$ cat config.mk
export PLATFORM = sky130hd
export DESIGN_NAME = int_tx_dec_flat
export DESIGN_NICKNAME = d
export VERILOG_FILES = /design/src/rtl/int_tx_dec_if.sv /design/src/rtl/int_tx_dec.sv /design/src/flat_wrapper.sv
export SDC_FILE = /design/constraint.sdc
export NUM_CORES = 1
export LEC_CHECK = 0
export ABC_AREA = 1
export CAP_MARGIN = 15
export CORE_MARGIN = 1.5
export CORE_UTILIZATION = 56
export CTS_BUF_LIST = sky130_fd_sc_hd__clkbuf_16
export DETAILED_ROUTE_END_ITERATION = 7
export PLACE_DENSITY = 0.8
export SLEW_MARGIN = 20
export SYNTH_ARGS = -nofsm -noshare
export SYNTH_HDL_FRONTEND = slang
export SYNTH_SLANG_ARGS = --single-unit
export TNS_END_PERCENT = 5
$ cat constraint.sdc
create_clock -name CLK -period 2.5 [get_ports CLK]
set_input_delay 0.625 -clock CLK [delete_from_list [all_inputs] [get_ports CLK]]
set_output_delay 0.625 -clock CLK [all_outputs]
set_load 0.005 [all_outputs]
$ cat src/rtl/int_tx_dec_if.sv
`default_nettype none
// ============================================================================
// Module   : int_tx_dec_if
// Purpose  : Handshake bundle between the ALU result FIFO, the decimal
//            transmitter and the UART TX FIFO.
// Revision : 1.0 - initial release
// ============================================================================
interface int_tx_dec_if #(
    parameter int NBIT = 16
);
    logic            enviar;
    logic [NBIT-1:0] DATO_ALU;
    logic            fifo_full;
    logic            RD_FIFO_IN;
    logic            WR_FIFO_OUT;
    logic [7:0]      data_fifo;
    logic            busy;
    logic [2:0]      STATE;

    modport master (
        output enviar, DATO_ALU, fifo_full,
        input  RD_FIFO_IN, WR_FIFO_OUT, data_fifo, busy, STATE
    );

    modport slave (
        input  enviar, DATO_ALU, fifo_full,
        output RD_FIFO_IN, WR_FIFO_OUT, data_fifo, busy, STATE
    );
endinterface
`default_nettype wire

$ cat src/rtl/int_tx_dec.sv
`default_nettype none
// ============================================================================
// Module   : int_tx_dec
// Purpose  : Pops one ALU result, converts it to decimal by double-dabble and
//            pushes the ASCII digits (optional sign / terminator) to the TX FIFO.
// Revision : 1.0 - initial release
// ============================================================================
module int_tx_dec #(
    parameter int         NBIT      = 16,
    parameter int         NDIG      = 5,
    parameter bit         SIGNED    = 1'b0,
    parameter bit         TERM_EN   = 1'b1,
    parameter logic [7:0] TERM_CHAR = 8'h0A
) (
    input wire          CLK,
    input wire          RESET,
    int_tx_dec_if.slave bus
);

    localparam int c_PW = (NDIG > 1) ? $clog2(NDIG) : 1;
    localparam int c_CW = $clog2(NBIT);
    localparam logic [c_CW-1:0] c_CNT_LAST = c_CW'(NBIT - 1);
    localparam logic [c_CW-1:0] c_CNT_ONE  = c_CW'(1);
    localparam logic [c_PW-1:0] c_PTR_ONE  = c_PW'(1);
    localparam logic [NBIT-1:0] c_ONE      = NBIT'(1);

    typedef enum logic [2:0] {
        S_IDLE   = 3'd0,
        S_CONV   = 3'd1,
        S_SIGN   = 3'd2,
        S_DIGITS = 3'd3,
        S_TERM   = 3'd4
    } state_t;

    state_t              r_state;
    state_t              w_state_nxt;
    logic [NBIT-1:0]     r_bin;
    logic [4*NDIG-1:0]   r_bcd;
    logic [c_CW-1:0]     r_cnt;
    logic [c_PW-1:0]     r_ptr;
    logic                r_neg;

    logic                w_neg;
    logic [NBIT-1:0]     w_mag;
    logic [4*NDIG-1:0]   w_bcd_adj;
    logic [4*NDIG-1:0]   w_bcd_shift;
    logic [NBIT-1:0]     w_bin_shift;
    logic [c_PW-1:0]     w_msd;
    logic [3:0]          w_nib;
    logic                w_rd;
    logic                w_wr;
    logic [7:0]          w_data;

    // The most negative operand negates onto itself, which is its correct unsigned magnitude.
    assign w_neg = SIGNED && bus.DATO_ALU[NBIT-1];
    assign w_mag = w_neg ? (~bus.DATO_ALU + c_ONE) : bus.DATO_ALU;

    always_comb begin
        w_bcd_adj = r_bcd;
        for (int i = 0; i < NDIG; i++) begin
            if (r_bcd[4*i +: 4] >= 4'd5) begin
                w_bcd_adj[4*i +: 4] = r_bcd[4*i +: 4] + 4'd3;
            end
        end
        w_bcd_shift = {w_bcd_adj[4*NDIG-2:0], r_bin[NBIT-1]};
        w_bin_shift = {r_bin[NBIT-2:0], 1'b0};
    end

    // Highest non-zero digit of the finished conversion; zero maps to digit 0.
    always_comb begin
        w_msd = '0;
        for (int i = 0; i < NDIG; i++) begin
            if (w_bcd_shift[4*i +: 4] != 4'd0) begin
                w_msd = c_PW'(i);
            end
        end
    end

    always_comb begin
        w_nib = 4'd0;
        for (int i = 0; i < NDIG; i++) begin
            if (r_ptr == c_PW'(i)) begin
                w_nib = r_bcd[4*i +: 4];
            end
        end
    end

    always_ff @(posedge CLK or posedge RESET) begin
        if (RESET) begin
            r_state <= S_IDLE;
        end else begin
            r_state <= w_state_nxt;
        end
    end

    always_comb begin
        w_state_nxt = r_state;
        w_rd        = 1'b0;
        w_wr        = 1'b0;
        w_data      = 8'h00;
        case (r_state)
            S_IDLE: begin
                if (bus.enviar) begin
                    w_rd        = 1'b1;
                    w_state_nxt = S_CONV;
                end
            end
            S_CONV: begin
                if (r_cnt == c_CNT_LAST) begin
                    w_state_nxt = r_neg ? S_SIGN : S_DIGITS;
                end
            end
            S_SIGN: begin
                w_data = 8'h2D;
                w_wr   = !bus.fifo_full;
                if (w_wr) begin
                    w_state_nxt = S_DIGITS;
                end
            end
            S_DIGITS: begin
                w_data = {4'h3, w_nib};
                w_wr   = !bus.fifo_full;
                if (w_wr && (r_ptr == '0)) begin
                    w_state_nxt = TERM_EN ? S_TERM : S_IDLE;
                end
            end
            S_TERM: begin
                w_data = TERM_CHAR;
                w_wr   = !bus.fifo_full;
                if (w_wr) begin
                    w_state_nxt = S_IDLE;
                end
            end
            default: begin
                w_state_nxt = S_IDLE;
            end
        endcase
    end

    always_ff @(posedge CLK or posedge RESET) begin
        if (RESET) begin
            r_bin <= '0;
            r_bcd <= '0;
            r_cnt <= '0;
            r_ptr <= '0;
            r_neg <= 1'b0;
        end else begin
            case (r_state)
                S_IDLE: begin
                    if (bus.enviar) begin
                        r_bin <= w_mag;
                        r_neg <= w_neg;
                        r_bcd <= '0;
                        r_cnt <= '0;
                    end
                end
                S_CONV: begin
                    r_bin <= w_bin_shift;
                    r_bcd <= w_bcd_shift;
                    r_cnt <= r_cnt + c_CNT_ONE;
                    if (r_cnt == c_CNT_LAST) begin
                        r_ptr <= w_msd;
                    end
                end
                S_DIGITS: begin
                    if (w_wr && (r_ptr != '0)) begin
                        r_ptr <= r_ptr - c_PTR_ONE;
                    end
                end
                default: begin
                end
            endcase
        end
    end

    assign bus.RD_FIFO_IN  = w_rd;
    assign bus.WR_FIFO_OUT = w_wr;
    assign bus.data_fifo   = w_data;
    assign bus.busy        = (r_state != S_IDLE);
    assign bus.STATE       = r_state;

endmodule
`default_nettype wire

$ cat src/flat_wrapper.sv
// flat-port wrapper written by rule: the top's interface ports become plain ports
module int_tx_dec_flat 
#(
    parameter int         NBIT      = 16,
    parameter int         NDIG      = 5,
    parameter bit         SIGNED    = 1'b0,
    parameter bit         TERM_EN   = 1'b1,
    parameter logic [7:0] TERM_CHAR = 8'h0A
)
  (CLK, RESET, bus_enviar, bus_DATO_ALU, bus_fifo_full, bus_RD_FIFO_IN, bus_WR_FIFO_OUT, bus_data_fifo, bus_busy, bus_STATE);
  int_tx_dec_if #(.NBIT(NBIT)) bus_i ();
  input wire CLK;
  input wire RESET;
  input wire logic [$bits(bus_i.enviar)-1:0] bus_enviar;
  input wire logic [$bits(bus_i.DATO_ALU)-1:0] bus_DATO_ALU;
  input wire logic [$bits(bus_i.fifo_full)-1:0] bus_fifo_full;
  output wire logic [$bits(bus_i.RD_FIFO_IN)-1:0] bus_RD_FIFO_IN;
  output wire logic [$bits(bus_i.WR_FIFO_OUT)-1:0] bus_WR_FIFO_OUT;
  output wire logic [$bits(bus_i.data_fifo)-1:0] bus_data_fifo;
  output wire logic [$bits(bus_i.busy)-1:0] bus_busy;
  output wire logic [$bits(bus_i.STATE)-1:0] bus_STATE;
  assign bus_i.enviar = bus_enviar;
  assign bus_i.DATO_ALU = bus_DATO_ALU;
  assign bus_i.fifo_full = bus_fifo_full;
  assign bus_RD_FIFO_IN = bus_i.RD_FIFO_IN;
  assign bus_WR_FIFO_OUT = bus_i.WR_FIFO_OUT;
  assign bus_data_fifo = bus_i.data_fifo;
  assign bus_busy = bus_i.busy;
  assign bus_STATE = bus_i.STATE;
  int_tx_dec #(.NBIT(NBIT), .NDIG(NDIG), .SIGNED(SIGNED), .TERM_EN(TERM_EN), .TERM_CHAR(TERM_CHAR)) u_core (.CLK(CLK), .RESET(RESET), .bus(bus_i));
endmodule
==> key figures, run 1 <==
Final layout
  – Proportion of layout cells with a drive suffix above 1: 16.2%
  – Final #Nets: 456
  – Fillers: 345
  – Area growth syn-to-layout: 25.6%
  – N_diodes: 0

Power and ir drop
  – Peak supply drop: 855 uV
  – Pwr Total: 5.53 mW
  – PwrDens: 1520 nW/um^2
  – Leakage Power: 1.75 nW

Drt
  – First-pass detailed-route iteration total: 5
  – Via density: 5.67
  – Routed WL per cell: 14.4 um
  – Via count: 2766
  – DR iter-0 viols: 304
  – Routed Antenna Nets: 0
  – Total wire length: 7020 um
  – DRC Markers: 0

Placement
  – Pre-CTS WS: -0.103 ns
  – GP Congestion: 0.818
  – Hpwl dp: 4520 um
  – IO Port Bufs: 31

Status
  – Failing checks: setup timing
  – Status: finished with violations

Clocking
  – CTS tree: built
  – Clock-pin slew on the worst setup and hold paths: 0.06 ns
  – Root Buffer: clkbuf_16
  – Clk sinks: 46
  – H-tree depth: 2
  – CTS buffer count: 5
  – Skew-Pair Late Insertion Delay: 0.29 ns
  – Clk buf depth: 2

Floorplanning
  – Die X-Extent: 74.9 um
  – Die footprint: 5600 um^2
  – Row count: 25
  – Core ar.: 4850 um^2
  – Die Ht: 74.9 um
  – Io pins: 34
  – Starting Density: 59.6%

Logic synthesis
  – Ys flop type: dfrtp_1
  – Sequential area share after synthesis: 39.8%
  – Synth area leader: dfrtp_1
  – Average size of a mapped cell: 7.69 um^2
  – Async set-reset flop share out of synthesis: 100%
  – Largest cells by area after synthesis: dfrtp_1, nand2_1, inv_1
  – Warning count from the yosys run: 0
  – Mapped cell area: 2890 um^2
  – FF+latch count, synth: 46
  – Cell with the most instances after synthesis: nand2_1
  – Yosys top cell area share: 39.8%
  – Post-synth top cells: nand2_1, inv_1, dfrtp_1
  – Cells after Synth: 376
  – Yosys cell types: 30
  – Post-synth EDFFs: 0

STA
  – Fmax: 0.400 GHz
  – Clk_skew: 0.00652 ns
  – Final setup fails: 1
  – Final Slew Violations: 0
  – Final worst slack: -0.00176 ns
  – Unrepaired setup endpoints after global routing: yes
  – Ratio of final minimum period to clock period: 100%
  – Crit path time final: 2.50 ns
  – Final hold viol count: 0

Worst hold path
  – Min-delay worst type: reg2reg

Critical path
  – Critical path class: reg2out
  – Startpoint Class: flip-flop
  – Critical Path AT: 1.88 ns
  – Worst Path Required: 1.88 ns
  – Setup crit end kind: output pin
  – CP max FO: 4

Global routing
  – Global route overflow: 0
  – Vias in the first global route: 2503
  – First-pass GRT wire length: 11500 um
  – Initial antenna violation count: 0
  – Total Routing Usage GR: 26.8%
  – Largest net degree at the start of global routing: 54

Flow run
  – Max cap viols: 0
[cells in the final DEF, fill, tap and decap left out, drive strengths merged]
cell type      count
nand2             87
inv               66
dfrtp             46
o21ai             46
clkdlybuf4s50     26
buf               21
nand3             20
o22ai             19
nor2              18
o211ai            17
ha                16
a21oi             13
clkbuf             7
xor2               4
nand4              4
conb               2
o221ai             2
o2111ai            1
o31ai              1
or2                1
xnor2              1
bufinv             1
clkinv             1
dlymetal6s2s       1
[sequential cells by signal, indices dropped and copies added (netlist names)]
name,count
u_core.r_bcd,20
u_core.r_bin,16
u_core.bus.STATE,3
u_core.r_cnt,4
u_core.r_ptr,3
[area by class of cell]
type | count | area (um^2) | area share, %
multi-input cells | 252 | 1510 | 41.5
flip-flops and latches | 46 | 1150 | 31.7
repair buffers | 50 | 475 | 13.1
inverters | 65 | 244 | 6.72
clock buffers | 5 | 125 | 3.45
well taps | 67 | 83.8 | 2.31
clock inverters | 3 | 43.8 | 1.21
[what timing repair did]
| item | 4_1_cts | 5_1_grt |
|---|---|---|
| gates resized for setup | 27 | 24 |
| buffers inserted | 6 | 1 |
| hold buffers | 0 | 0 |
| setup endpoints to repair | 4 | 5 |
| pin swaps | 8 | 8 |
[worst max-delay path, cell delays in order (launching register included)]
cell and delay (ns):
dfrtp_1 0.41, inv_2 0.11, buf_6 0.12, ha_4 0.13, nand2_4 0.07, buf_6 0.13
o211ai_1 0.21, o21ai_1 0.11, a21oi_1 0.16, buf_2 0.14
[metrics by stage]
| step | setup TNS [ns] | utilization [%] | std cells | cell area, um^2 | hold slack [ns] |
|---|---|---|---|---|---|
| detailed placement | -0.247 | 68.4 | 473 | 3320 | 0.500 |
| finish | -0.00176 | 74.9 | 488 | 3630 | 0.507 |
| floorplan | 0 | - | 377 | 2900 | 0.471 |
| global placement | 0 | 68.4 | 473 | 3320 | 0.493 |
| CTS | -0.00938 | 73.4 | 487 | 3560 | 0.509 |
| global route | -0.193 | 74.9 | 488 | 3630 | 0.542 |
[final timing paths]
check | start | endpoint | slack (ns) | depth (start not counted)
setup / recovery | u_core.r_ptr[0] | bus_data_fifo[0] | -0.002 | 9
hold / removal | u_core.r_cnt[0] | u_core.r_cnt[0] | 0.51 | 1
setup reg to reg | u_core.r_bcd[16] | u_core.r_ptr[0] | 0.58 | 10
hold reg to reg | u_core.r_cnt[0] | u_core.r_cnt[0] | 0.51 | 1
max in group asynchronous | RESET | u_core.r_bcd[10] | 1.58 | 3
min in group asynchronous | RESET | u_core.bus.STATE[1] | 0.70 | 3
[power by group]
group	switching, mW	total [mW]	internal, mW
clock network	0.289	0.762	0.473
registers	0.255	1.38	1.12
logic	2.07	3.39	1.32
total	2.61	5.53	2.91
[routing by layer]
metal	wire length, um	part of all wire [%]	vias to the layer above	global-route usage, %
li1	-	-	1332	-
met1	2990	43	1296	35.7
met2	3430	49	120	43.9
met3	460	6.6	18	5.09
met4	133	1.9	0	9.29
met5	0	0	-	0
[cells by family after synthesis]
family	share of synthesized area [%]
adders and majority gates	6.92
DFF	39.8
xor gates and xnor gates	1.51
AOI/OAI and AO/OA	20.8
other	0.130
and+or+nand+nor	19.4
buffers and inverters	11.4
(Power assumes the default switching activity.)
==> inputs of run 2 (changes only) <==
--- a/config.mk
+++ b/config.mk
@@ -5,7 +5,7 @@
 export SDC_FILE = /design/constraint.sdc
 export NUM_CORES = 1
 export LEC_CHECK = 0
-export ABC_AREA = 1
+export ABC_AREA = 0
 export CAP_MARGIN = 15
 export CORE_MARGIN = 1.5
 export CORE_UTILIZATION = 56
==> run 2 against run 1 <==
  * The flow now finishes without violations
  * Design area is 0.41% higher
  * Critical path depth stayed put
  * Register-to-register slack got worse by 0.13 ns
  * Setup slack gained 0.056 ns
  * Sequential power about the same
  * First-iteration DRC count fell by 47%
  * Largest cell class unchanged
==> key figures, run 2 <==
Status
  – Status: finished clean

Logic synthesis
  – Yosys cell types: 51 (+70%)
  – Largest cells by area after synthesis: dfrtp_1, ha_1, nand2_1
  – Warning count from the yosys run: 0 (unchanged)
  – Sequential area share after synthesis: 38.8% (-1.0 points)
  – Ys flop type: dfrtp_1
  – Cells after Synth: 328 (-13%)
  – Post-synth EDFFs: 0 (unchanged)
  – Synth area leader: dfrtp_1
  – Average size of a mapped cell: 9.05 um^2 (+18%)
  – Post-synth top cells: nand2_1, dfrtp_1, o21ai_0
  – Async set-reset flop share out of synthesis: 100% (unchanged)
  – Mapped cell area: 2970 um^2 (+2.6%)
  – Cell with the most instances after synthesis: nand2_1
  – FF+latch count, synth: 46 (unchanged)
  – Yosys top cell area share: 38.8% (-1.0 points)

Final layout
  – Largest regs: u_core.r_bcd: 20 flops, u_core.r_bin: 16 flops, u_core.r_cnt: 4 flops
  – N_diodes: 0 (unchanged)
  – Most common cell after layout, fill and taps aside: nand2_1
  – Area growth syn-to-layout: 22.9%
  – Final #Nets: 402 (-12%)
  – Proportion of layout cells with a drive suffix above 1: 16.3% (+0.20 points)
  – Largest register by flop count: u_core.r_bcd
  – Fillers: 382 (+11%)
  – Most frequent cells in the layout: nand2_1, dfrtp_1, o21ai_0, clkdlybuf4s50_1, a21oi_1
  – Largest register FFs: 20 (unchanged)

Clocking
  – Root Buffer: clkbuf_16
  – Skew-Pair Late Insertion Delay: 0.28 ns (about the same)
  – CTS tree: built
  – Hold_buf cts: 0 (unchanged)
  – Clock-pin slew on the worst setup and hold paths: 0.06 ns (about the same)
  – Clk sinks: 46 (unchanged)
  – CTS buffer count: 5 (unchanged)
  – H-tree depth: 2 (unchanged)
  – Clk buf depth: 2 (unchanged)

Drt
  – Via density: 5.73 (+1.1%)
  – Routed WL per cell: 15.3 um (+6.2%)
  – DR iter-0 viols: 162 (-47%)
  – Total wire length: 6670 um (-4.9%)
  – DRC Markers: 0 (unchanged)
  – Routed Antenna Nets: 0 (unchanged)
  – First-pass detailed-route iteration total: 4 (-1)
  – Via count: 2503 (-9.5%)

Critical path
  – Critical Path AT: 1.82 ns (-0.06 ns)
  – Setup crit end kind: output pin
  – R2R Path End: u_core.r_ptr[2]
  – Worst Path Required: 1.88 ns (about the same)
  – Critical path class: reg2out
  – R2R Path Start: u_core.r_bcd[17]
  – Startpoint Class: flip-flop
  – CP max FO: 5 (+1)
  – Reg2reg setup slack: 0.45 ns (-0.13 ns)
  – Reg2Reg Depth: 8 (-2)

Worst hold path
  – Min-delay worst type: reg2reg
  – Min-Delay Endpoint: u_core.r_bin[1]
  – Min-delay src: u_core.r_bin[0]
  – Worst Hold Depth: 2 (+1)

Power and ir drop
  – Peak supply drop: 700 uV (-18%)
  – PwrDens: 1290 nW/um^2 (-16%)
  – Leakage Power: 1.52 nW (-13%)
  – Pwr Total: 4.69 mW (-15%)

STA
  – Fmax: 0.409 GHz (+2.3%)
  – Ratio of final minimum period to clock period: 97.8% (-2.3 points)
  – Final Slew Violations: 0 (unchanged)
  – Final setup fails: 0 (-1)
  – Worst Tran Pin Value: 0.623 ns
  – Clk_skew: 0.00785 ns (+0.00133 ns)
  – Crit path time final: 2.45 ns (-0.0564 ns)
  – Total negative slack: 0 ns (+0.00176 ns)
  – Final hold viol count: 0 (unchanged)
  – Unrepaired setup endpoints after global routing: yes
  – Relative slew slack: 58.2%

Floorplanning
  – Io pins: 34 (unchanged)
  – Die footprint: 5750 um^2 (+2.5%)
  – Core ar.: 5110 um^2 (+5.3%)
  – Starting Density: 58.1% (-1.5 points)
  – Die Ht: 75.8 um (+1.3%)
  – Die X-Extent: 75.8 um (+1.3%)
  – Row count: 26 (+4.0%)

Placement
  – Hpwl dp: 4640 um (+2.6%)
  – GP Congestion: 0.880 (+7.6%)
  – IO Port Bufs: 31 (unchanged)

Global routing
  – Total Routing Usage GR: 24.2% (-2.6 points)
  – Global route overflow: 0 (unchanged)
  – Vias in the first global route: 2209 (-12%)
  – Initial antenna violation count: 0 (unchanged)
  – Largest net degree at the start of global routing: 40 (-26%)
  – First-pass GRT wire length: 10500 um (-9.2%)

Flow run
  – Max cap viols: 0 (unchanged)
## run 2: changes by cell type in the layout (fill, tap and decap cells not counted), sizes merged, moves of 5 or more
cell | before | now
inv | 66 | 18
nand2 | 87 | 55
mux2i | 0 | 18
o211ai | 17 | 0
a21oi | 13 | 29
nand3 | 20 | 4
o21ai | 46 | 33
nor3b | 0 | 8
nand2b | 0 | 6
nand3b | 0 | 5
o31ai | 1 | 6
## run 2: how the worst max path moves through the flow
stage                    start          endpoint  slack [ns]  cells past startpoint
2_1_floorplan  u_core.r_ptr[0]  bus_data_fifo[3]        0.39                      8
3_3_place_gp   u_core.r_ptr[1]  bus_data_fifo[3]       -0.02                      8
3_5_place_dp   u_core.r_ptr[1]  bus_data_fifo[3]       -0.10                      8
4_1_cts        u_core.r_ptr[1]  bus_data_fifo[3]       -0.04                      8
5_1_grt        u_core.r_ptr[0]  bus_data_fifo[0]       -0.06                      9
6_report       u_core.r_ptr[0]  bus_data_fifo[0]        0.05                      9
## run 2: final cells by class
cell class	count	area, um^2	area share [%]
timing repair buffer	48	438	12.0
tap	70	87.6	2.40
multi-input combinational	246	1720	47.2
clock buffer	5	125	3.43
sequential	46	1150	31.6
clock inverter	3	43.8	1.20
inverter	19	77.6	2.13
## run 2: timing repair
| action | 4_1_cts | 5_1_grt |
|---|---|---|
| gates resized for setup | 20 | 14 |
| endpoints found under the setup margin | 4 | 6 |
| pin swaps | 3 | 7 |
| setup buffers | 0 | 1 |
## run 2: critical path, cell delays in order, from the launching register on
cell	delay [ns]
dfrtp_2	0.46
inv_4	0.11
ha_4	0.17
nand3b_1	0.10
a21oi_2	0.14
a21oi_1	0.05
o21ai_1	0.15
a211oi_1	0.08
nor2_1	0.08
clkdlybuf4s15_1	0.20
## run 2: logic make-up (layout without fill, tap and decap cells)
group,Yosys count,after routing,synth area share (%)
simple gates,99,99,17.4
flops,46,46,38.8
compound gates,103,103,22.0
fa+ha+maj,16,16,6.75
buf+inv,37,75,6.28
other cells,1,2,0.126
xor+xnor,6,6,1.77
mux,20,20,6.96
## run 2: report_power, final
group	total (mW)	leakage [nW]	internal, mW	switching [mW]
sequential	1.39	0.591	1.05	0.340
clock	0.755	0.0842	0.473	0.282
combinational	2.54	0.845	1.14	1.40
## run 2: stage by stage
stage	hold slack [ns]	std cells	cell area (um^2)	worst slack [ns]	util (%)
2_1_floorplan	0.448	329	2970	0.387	-
3_3_place_gp	0.456	428	3400	-0.0232	66.5
3_5_place_dp	0.474	428	3400	-0.101	66.5
4_1_cts	0.485	436	3610	-0.0379	70.7
5_1_grt	0.512	437	3650	-0.0648	71.4
6_report	0.480	437	3650	0.0546	71.4
## run 2: metal layers
layer  part of all wire [%]  track usage [%]  routed length (um)  vias to the layer above
met4                    1.1             6.75                  72                        0
li1                       -                -                   -                     1236
met5                      0                0                   0                        -
met2                     49             39.3                3260                       65
met3                    5.1             4.76                 341                        8
met1                     45             33.1                3000                     1194
